`config.mk`:
```
export PLATFORM = sky130hd
export DESIGN_NAME = sar_sequencer
export DESIGN_NICKNAME = d
export VERILOG_FILES = /design/src/rtl/sar_pkg.sv /design/src/rtl/sar_timer.sv /design/src/rtl/sar_sequencer.sv
export SDC_FILE = /design/constraint.sdc
export NUM_CORES = 1
export LEC_CHECK = 0
export BUFFER_PORTS_ARGS = -buffer_cell sky130_fd_sc_hd__buf_4
export CORE_MARGIN = 2
export CORE_UTILIZATION = 30
export CTS_BUF_LIST = sky130_fd_sc_hd__clkbuf_4 sky130_fd_sc_hd__clkbuf_8
export DETAILED_ROUTE_END_ITERATION = 7
export SLEW_MARGIN = 5
export SYNTH_ARGS = -nofsm -noshare
export SYNTH_HDL_FRONTEND = slang
export SYNTH_SLANG_ARGS = --single-unit
```
`constraint.sdc`:
```
create_clock -name clk -period 2.7 [get_ports clk]
set_input_delay 0 -clock clk [delete_from_list [all_inputs] [get_ports clk]]
set_output_delay 0 -clock clk [all_outputs]
set_load 0.1 [all_outputs]
```
`src/rtl/sar_pkg.sv`:
```
// sar_pkg: state encoding and timer width helper for the SAR sequencer
package sar_pkg;
  typedef enum logic [1:0] {IDLE, SAMPLE, CONVERT, DONE} state_e;
  function automatic int timer_w(int s, int t);
    return (s > t ? s : t) > 1 ? $clog2(s > t ? s : t) : 1;
  endfunction
endpackage

```
`src/rtl/sar_timer.sv`:
```
// sar_timer: loadable down-counter with zero flag, shared by the track and settle windows
module sar_timer #(
  parameter int W = 1
) (
  input  logic         clk,
  input  logic         reset,
  input  logic         load,
  input  logic [W-1:0] load_val,
  output logic         zero
);
  logic [W-1:0] cnt_q, cnt_d;
  assign zero = cnt_q == '0;
  always_comb cnt_d = load ? load_val : (zero ? cnt_q : cnt_q - W'(1));
  always_ff @(posedge clk or negedge reset)
    if (!reset) cnt_q <= '0;
    else cnt_q <= cnt_d;
endmodule

```
`src/rtl/sar_sequencer.sv`:
```
// sar_sequencer: successive-approximation controller driving track/hold and the trial DAC code
module sar_sequencer import sar_pkg::*; #(
  parameter int NBITS         = 8,
  parameter int SAMPLE_CYCLES = 2,
  parameter int SETTLE_CYCLES = 1
) (
  input  logic             clk,
  input  logic             reset,
  input  logic             start,
  input  logic             abort,
  input  logic             cmp,
  output logic             sample,
  output logic [NBITS-1:0] dac_code,
  output logic             busy,
  output logic [NBITS-1:0] result,
  output logic             valid
);
  localparam int TW = timer_w(SAMPLE_CYCLES, SETTLE_CYCLES);
  localparam int IW = $clog2(NBITS);
  state_e state_q, state_d;
  logic [IW-1:0] bit_q, bit_d;
  logic [NBITS-1:0] code_q, code_d, result_q, result_d, kept;
  logic sample_q, sample_d, busy_q, busy_d, valid_q, valid_d;
  logic t_load, t_zero;
  logic [TW-1:0] t_val;
  sar_timer #(.W(TW)) u_timer (
    .clk      (clk),
    .reset    (reset),
    .load     (t_load),
    .load_val (t_val),
    .zero     (t_zero)
  );
  always_comb begin
    state_d  = state_q;
    bit_d    = bit_q;
    code_d   = code_q;
    result_d = result_q;
    t_load   = 1'b0;
    t_val    = TW'(SETTLE_CYCLES - 1);
    kept     = cmp ? code_q : code_q & ~(NBITS'(1) << bit_q);
    case (state_q)
      IDLE: if (start) begin
        state_d = SAMPLE;
        t_load  = 1'b1;
        t_val   = TW'(SAMPLE_CYCLES - 1);
      end
      SAMPLE: if (abort) state_d = IDLE;
      else if (t_zero) begin
        state_d = CONVERT;
        bit_d   = IW'(NBITS - 1);
        code_d  = NBITS'(1) << (NBITS - 1);
        t_load  = 1'b1;
      end
      CONVERT: if (abort) begin
        state_d = IDLE;
        code_d  = '0;
      end else if (t_zero) begin
        // bit 0 decided: the kept code is the conversion result
        if (bit_q == '0) begin
          state_d  = DONE;
          code_d   = kept;
          result_d = kept;
        end else begin
          bit_d  = bit_q - IW'(1);
          code_d = kept | (NBITS'(1) << (bit_q - IW'(1)));
          t_load = 1'b1;
        end
      end
      default: begin
        state_d = IDLE;
        code_d  = '0;
      end
    endcase
    sample_d = state_d == SAMPLE;
    busy_d   = state_d != IDLE;
    valid_d  = state_d == DONE;
  end
  always_ff @(posedge clk or negedge reset)
    if (!reset) begin
      state_q  <= IDLE;
      bit_q    <= '0;
      code_q   <= '0;
      result_q <= '0;
      sample_q <= 1'b0;
      busy_q   <= 1'b0;
      valid_q  <= 1'b0;
    end else begin
      state_q  <= state_d;
      bit_q    <= bit_d;
      code_q   <= code_d;
      result_q <= result_d;
      sample_q <= sample_d;
      busy_q   <= busy_d;
      valid_q  <= valid_d;
    end
  assign sample   = sample_q;
  assign dac_code = code_q;
  assign busy     = busy_q;
  assign result   = result_q;
  assign valid    = valid_q;
endmodule

```
==> summary.txt, run 1 <==
Run status
  • Run status: finished, final reports clean

Drt
  • DRC: 0
  • Pre-antenna DRT Iters: 4
  • Routed WL: ~3 mm
  • Vias: 1146
  • WL per Instance: roughly 14 um
  • Final ANT Viol Nets: 0
  • Initial DRC count: between 80 and 90
  • Via density: slightly above 5

Clocking
  • CTS tree: built
  • # H-tree levels: 1
  • Number of post-CTS setup repair buffers: 0
  • CTS Sinks: 25
  • Clk_lat worst skew: 0.26 ns
  • CTS root buf: clkbuf_8
  • CTS clock-pin slew for the worst setup and hold paths: 0.09 ns
  • TritonCTS Buffers: 3
  • Clk buf depth: 2

Setup path
  • Max incr delay on CP: ~0.42 ns
  • Startpoint types: flop
  • Worst Path Buf+Inv: 1
  • WS Path Type: flop to flop
  • Cells along the critical path: inv_1 -> ha_1 -> nor4b_4 -> and2_1 -> a32o_1
  • Critical path depth in cells: 5
  • Crit path arrival time: approximately 2.2 ns
  • Critical path capture point type: flop
  • CP Max Fanout: 11
  • Crit-path slowest cell: dfrtp_1
  • Req. time, crit path: just under 3 ns
  • Reg2reg path depth: 5
  • Largest delay share family, worst path: simple AND/OR/NAND/NOR gates

Placement
  • Post-detail-place hpwl: approximately 2.3 mm
  • Final GP Congestion: 0.865
  • Pre-CTS WS: 0.778 ns
  • Placed insts: between 200 and 250
  • I/O Buffers: 23

Synth
  • Netlist cell types: 40
  • Top FF cell, synth: dfrtp_1
  • Post-synth ARST share: 1.00
  • Register area share after synthesis: 0.430
  • Post-synth EDFFs: 0
  • Synth Warn #: 0
  • FF+latch count, synth: 25
  • Synth Net Count: between 150 and 200
  • Syn Std Cell Area: approximately 1500 sq um
  • Synth Instances: 149
  • Avg Cell Area, Syn: just under 10 sq um

Timing
  • Hold_ws: 0.0886 ns
  • Fin crit share: 0.735
  • Setup tns final: 0 ns
  • Final clock skew: approximately 0.0022 ns
  • RSZ-0062 raised after global routing: no
  • Setup ws final: slightly above 0.7 ns
  • Fin crit period: 1.98 ns
  • Worst Tran Pin Value: around 0.44 ns
  • Max Slew Vio Count: 0
  • Setup Viol. Count Final: 0
  • Endpoints failing hold: 0
  • Slew headroom: 0.705
  • Fmax: a little over 0.5 GHz

Power
  • Pleak: 0.767 nW
  • VDD IR max: a little under 0.0005 V
  • Pwr/cell area: between 800 and 900 nW/um^2

Layout
  • Synth-to-Final Area Change: 19.0%
  • Util after Layout: 0.369
  • Share of cells above drive strength 1: 0.198
  • Commonest non-fill, non-tap cell in the layout: dfrtp_1
  • Commonest cells after routing, fill and taps aside: dfrtp_1 (25), buf_4 (23), nand2_1 (14), a21oi_1 (10), ha_1 (10)
  • Number of antenna diodes: 0
  • Final non-filler cell total: ~230
  • NumNets Final: 188

Floorplan
  • Initial Util: 0.310
  • Chip width: approximately 74 um
  • Die height: roughly 74 um
  • Die Footprint: around 5400 sq um
  • Core area: 4690 sq um
  • Row count: 25
  • I/O pins: 24

Global routing
  • Largest net degree at the start of global routing: 26
  • Total track usage: 0.119
  • Total gr overflow: 0
  • Antenna violations before repair: 0
  • First-pass GRT wire length: between 5 and 6 mm
  • Vias in the first global route: between 1k and 1.5k

Flow run
  • Maximum capacitance violations: 0

Worst hold path
  • Worst Hold Depth: 3
  • HP Class: input port to flop
==> worst register-to-register path, stage by stage (launching register included) <==
cell and delay, ns:
dfrtp_1 0.42, inv_1 0.12, ha_1 0.40, nor4b_4 0.40
and2_1 0.37, a32o_1 0.23
==> cell families after synthesis <==
logic type,Yosys count,synth area share
compound gates,49,0.221
fa+ha+maj,10,0.0861
buf+inv,13,0.0404
flops,25,0.430
mux,1,0.00774
simple gates,51,0.214
==> sequential cells by signal, summed over array words and instances (netlist names) <==
signal         flops
bit_q              3
dac_code           8
state_q            2
u_timer.cnt_q      1
busy               1
sample             1
result             8
valid              1
==> cell usage after synthesis (3+ instances only) <==
cell type | count | share of area
nor2b_1 | 3 | 0.013
a22o_1 | 4 | 0.024
dfrtp_1 | 25 | 0.43
inv_1 | 6 | 0.015
nand2_1 | 14 | 0.036
o21ai_0 | 9 | 0.031
nand3b_1 | 8 | 0.041
a21oi_1 | 10 | 0.034
nor2_1 | 5 | 0.013
nand2b_1 | 4 | 0.017
ha_1 | 10 | 0.086
o21ai_1 | 9 | 0.031
nand3_1 | 6 | 0.021
a32o_1 | 3 | 0.021
==> area by class of cell <==
class	count	area, sq um
Tap cell	54	67.6
Sequential cell	25	626
Timing Repair Buffer	25	193
Inverter	7	26.3
Multi-Input combinational cell	111	769
Fill cell	484	2960
Clock buffer	4	48.8
==> path summary, 6_finish.rpt <==
| kind | from | end | slack (ns) |
|---|---|---|---|
| max | state_q[0] | dac_code[2] | 0.72 |
| min | cmp | result[3] | 0.09 |
| max reg2reg | state_q[0] | dac_code[2] | 0.72 |
| min reg2reg | result[1] | result[1] | 0.49 |
| max in group asynchronous | reset | bit_q[1] | 2.30 |
| min in group asynchronous | reset | result[6] | 0.17 |
==> power by group <==
group | leakage [nW] | internal, mW | switching, mW
Sequential | 0.327 | 0.431 | 0.0579
Combinational | 0.414 | 0.235 | 0.490
Clock | 0.0262 | 0.115 | 0.115
==> what timing repair did <==
| item | CTS | global route |
|---|---|---|
| gates resized for setup | 0 | 0 |
| setup endpoints to repair | 0 | 0 |
| hold buffers | 2 | 0 |
| endpoints found under the hold margin | 26 | 0 |
==> metal layers <==
metal  global-route usage  up-vias  part of all wire
li1                     -      582                 -
met1                0.167      531              0.50
met2                0.185       29              0.45
met3               0.0178        4             0.043
met4               0.0424        0             0.011
met5                    0        -                 0
==> stage by stage <==
step / total power, mW / area (sq um)
final: 1.44 / 1730
after CTS: 1.45 / 1730
after global placement: 1.22 / 1660
after global routing: 1.53 / 1730
after detailed placement: 1.22 / 1660
after floorplan: 1.05 / 1450
Note: power is estimated with default switching activity, not from simulation.
==> run 2, diff against run 1 <==
--- a/config.mk
+++ b/config.mk
@@ -5,6 +5,7 @@
 export SDC_FILE = /design/constraint.sdc
 export NUM_CORES = 1
 export LEC_CHECK = 0
+export ABC_AREA = 1
 export BUFFER_PORTS_ARGS = -buffer_cell sky130_fd_sc_hd__buf_4
 export CORE_MARGIN = 2
 export CORE_UTILIZATION = 30
==> constraint.sdc (replaced) <==
create_clock -name clk -period 1.9 [get_ports clk]
set_input_delay 0 -clock clk [delete_from_list [all_inputs] [get_ports clk]]
set_output_delay 0 -clock clk [all_outputs]
set_load 0.1 [all_outputs]
==> summary.txt, run 2 <==
Synth
  • Post-synth EDFFs: 0
  • XOR/XNOR share of the synthesized area: 0.0130
  • Register area share after synthesis: 0.463
  • Post-synth ARST share: 1.00
  • FF+latch count, synth: 25
  • Top FF cell, synth: dfrtp_1
  • Area leader, netlist: dfrtp_1
  • Post-synthesis adder-cell area fraction: 0.0927
  • Synth Instances: approximately 160
  • Netlist cell types: 21
  • Synth area leaders: dfrtp_1 (46%), nand2_1 (14%), ha_1 (9.3%)
  • Commonest cells post-synth: nand2_1 (50), dfrtp_1 (25), o21ai_0 (18)
  • Synth Area in Compound Gates: 0.107
  • Avg Cell Area, Syn: ~8.5 sq um
  • Largest family of logic cells by synthesized area: simple AND/OR/NAND/NOR gates
  • Synth Warn #: 0
  • Share of the synthesized area in the top cell type: 0.463
  • Syn Std Cell Area: 1350 sq um
  • Synth Net Count: 174
  • Synth Area in Simple Gates: 0.258
  • Mux contribution to synthesized area: 0
  • Count leader, synth: nand2_1

Layout
  • Number of antenna diodes: 0
  • Util after Layout: 0.377
  • NumNets Final: 203
  • Share of cells above drive strength 1: 0.214
  • Final design instance area without fill: around 1600 sq um
  • Synth-to-Final Area Change: 21.6%
  • Commonest cells after routing, fill and taps aside: nand2_1 (50), dfrtp_1 (25), buf_4 (24), o21ai_0 (18), nand3_1 (15)
  • Commonest non-fill, non-tap cell in the layout: nand2_1

Setup path
  • WS Path Type: flop to flop
  • Req. time, crit path: roughly 2.1 ns
  • Crit path arrival time: 1.86 ns
  • Critical path capture point type: flop
  • Startpoint types: flop
  • CP Max Fanout: 9
  • CP Launch Point: state_q[0]
  • RR Startpoint: state_q[0]

Clocking
  • TritonCTS Buffers: 3
  • CTS tree: built
  • CTS Sinks: 25
  • Clk buf depth: 2
  • CTS root buf: clkbuf_8
  • CTS clock-pin slew for the worst setup and hold paths: approximately 0.09 ns
  • Number of post-CTS setup repair buffers: 0
  • Clk_lat worst skew: roughly 0.28 ns
  • # H-tree levels: 1

Drt
  • Routed WL: 2.89 mm
  • DRC: 0
  • Final ANT Viol Nets: 0
  • Initial DRC count: 45
  • Pre-antenna DRT Iters: 4
  • Via density: between 4 and 5
  • Vias: between 1k and 1.5k
  • WL per Instance: between 10 and 15 um

Timing
  • Max Slew Vio Count: 0
  • Fin crit period: ~1.7 ns
  • Hold_ws: about 0.065 ns
  • Worst Tran Pin Value: between 0.3 and 0.4 ns
  • Endpoints failing hold: 0
  • RSZ-0062 raised after global routing: no
  • Setup tns final: 0 ns
  • Setup Viol. Count Final: 0
  • Slew headroom: 0.768
  • Fmax: 0.590 GHz
  • Final clock skew: 0.00641 ns
  • Fin crit share: 0.892

Flow run
  • Maximum capacitance violations: 0

Power
  • VDD IR max: approximately 0.00078 V
  • Pleak: 0.857 nW
  • Pwr/cell area: 1240 nW/um^2
  • Power, Total: between 2 and 2.5 mW

Floorplan
  • Initial Util: 0.310
  • Row count: 24
  • I/O pins: 24
  • Die height: between 70 and 80 um
  • Die Footprint: a little over 5000 sq um
  • Core area: about 4400 sq um
  • Chip width: about 70 um

Placement
  • Post-detail-place hpwl: around 2.2 mm
  • Post-DP Area: between 1500 and 2000 sq um
  • Final GP Congestion: 0.888
  • I/O Buffers: 23

Global routing
  • Antenna violations before repair: 0
  • Vias in the first global route: roughly 1.2k
  • Largest net degree at the start of global routing: 26
  • First-pass GRT wire length: between 5 and 6 mm
  • Total track usage: 0.131
  • Total gr overflow: 0

Worst hold path
  • HP Class: input port to flop
  • HP Start: abort

Run status
  • Run status: finished, final reports clean
run 2: cell count changes after synthesis, moves of 3 or more:
cell	delta
o21ai_0	+9
nand2_1	+36
inv_2	+4
nand3b_1	-8
nand2b_1	-4
a22o_1	-4
a32o_1	-3
nand3_1	+9
o21ai_1	-4
nor2b_1	-3
nor2_1	-3
a21oi_1	-10
inv_1	+8
run 2: where the power goes:
part / internal [mW] / total [mW] / switching, mW
Clock: 0.165 / 0.340 / 0.175
Combinational: 0.284 / 1.01 / 0.727
Sequential: 0.617 / 0.690 / 0.0727
Total: 1.07 / 2.04 / 0.974
run 2: logic make-up after synthesis:
group | after synthesis
AO/OA/AOI/OAI | 27
XOR/XNOR | 2
adder cells (fa/ha/maj) | 10
buffers and inverters | 20
flip-flops | 25
AND/OR/NAND/NOR | 75
run 2: area by class of cell:
class                      count  area, sq um
sequential                    25          626
inverter                      18         67.6
multi-input combinational    114          634
tap                           52         65.1
timing repair buffer          26          200
clock buffer                   4         48.8
fill                         450         2710
run 2: layer usage:
| metal | wire [um] | track usage |
|---|---|---|
| met1 | 1280 | 0.157 |
| met2 | 1350 | 0.215 |
| met3 | 164 | 0.0328 |
| met4 | 88 | 0.0692 |
| met5 | 0 | 0 |
run 2: worst paths after layout:
check,to,slack (ns),depth (start not counted)
min in group asynchronous,bit_q[2],0.15,2
min reg2reg,result[0],0.50,2
max in group asynchronous,dac_code[6],1.51,2
max,dac_code[6],0.21,9
max reg2reg,dac_code[6],0.21,9
min,dac_code[5],0.07,4
run 2: what timing repair did:
item | CTS | global route
resized for setup | 0 | 0
endpoints found under the setup margin | 0 | 0
endpoints found under the hold margin | 26 | 0
hold buffers | 2 | 0
run 2: stage by stage:
step	cells	setup WS, ns
6_report	239	0.206
3_5_place_dp	233	0.233
4_1_cts	239	0.214
5_1_grt	239	0.0581
2_1_floorplan	159	0.431
3_3_place_gp	233	0.233
run 2: worst max-delay path, stage by stage (launching register included):
cell and delay, ns:
dfrtp_1 0.42, inv_1 0.12, ha_1 0.30, inv_2 0.07, nor2_4 0.20, nand2_2 0.09, nand3b_4 0.16, nor2_4 0.08
nand3_1 0.08, nand2_1 0.05
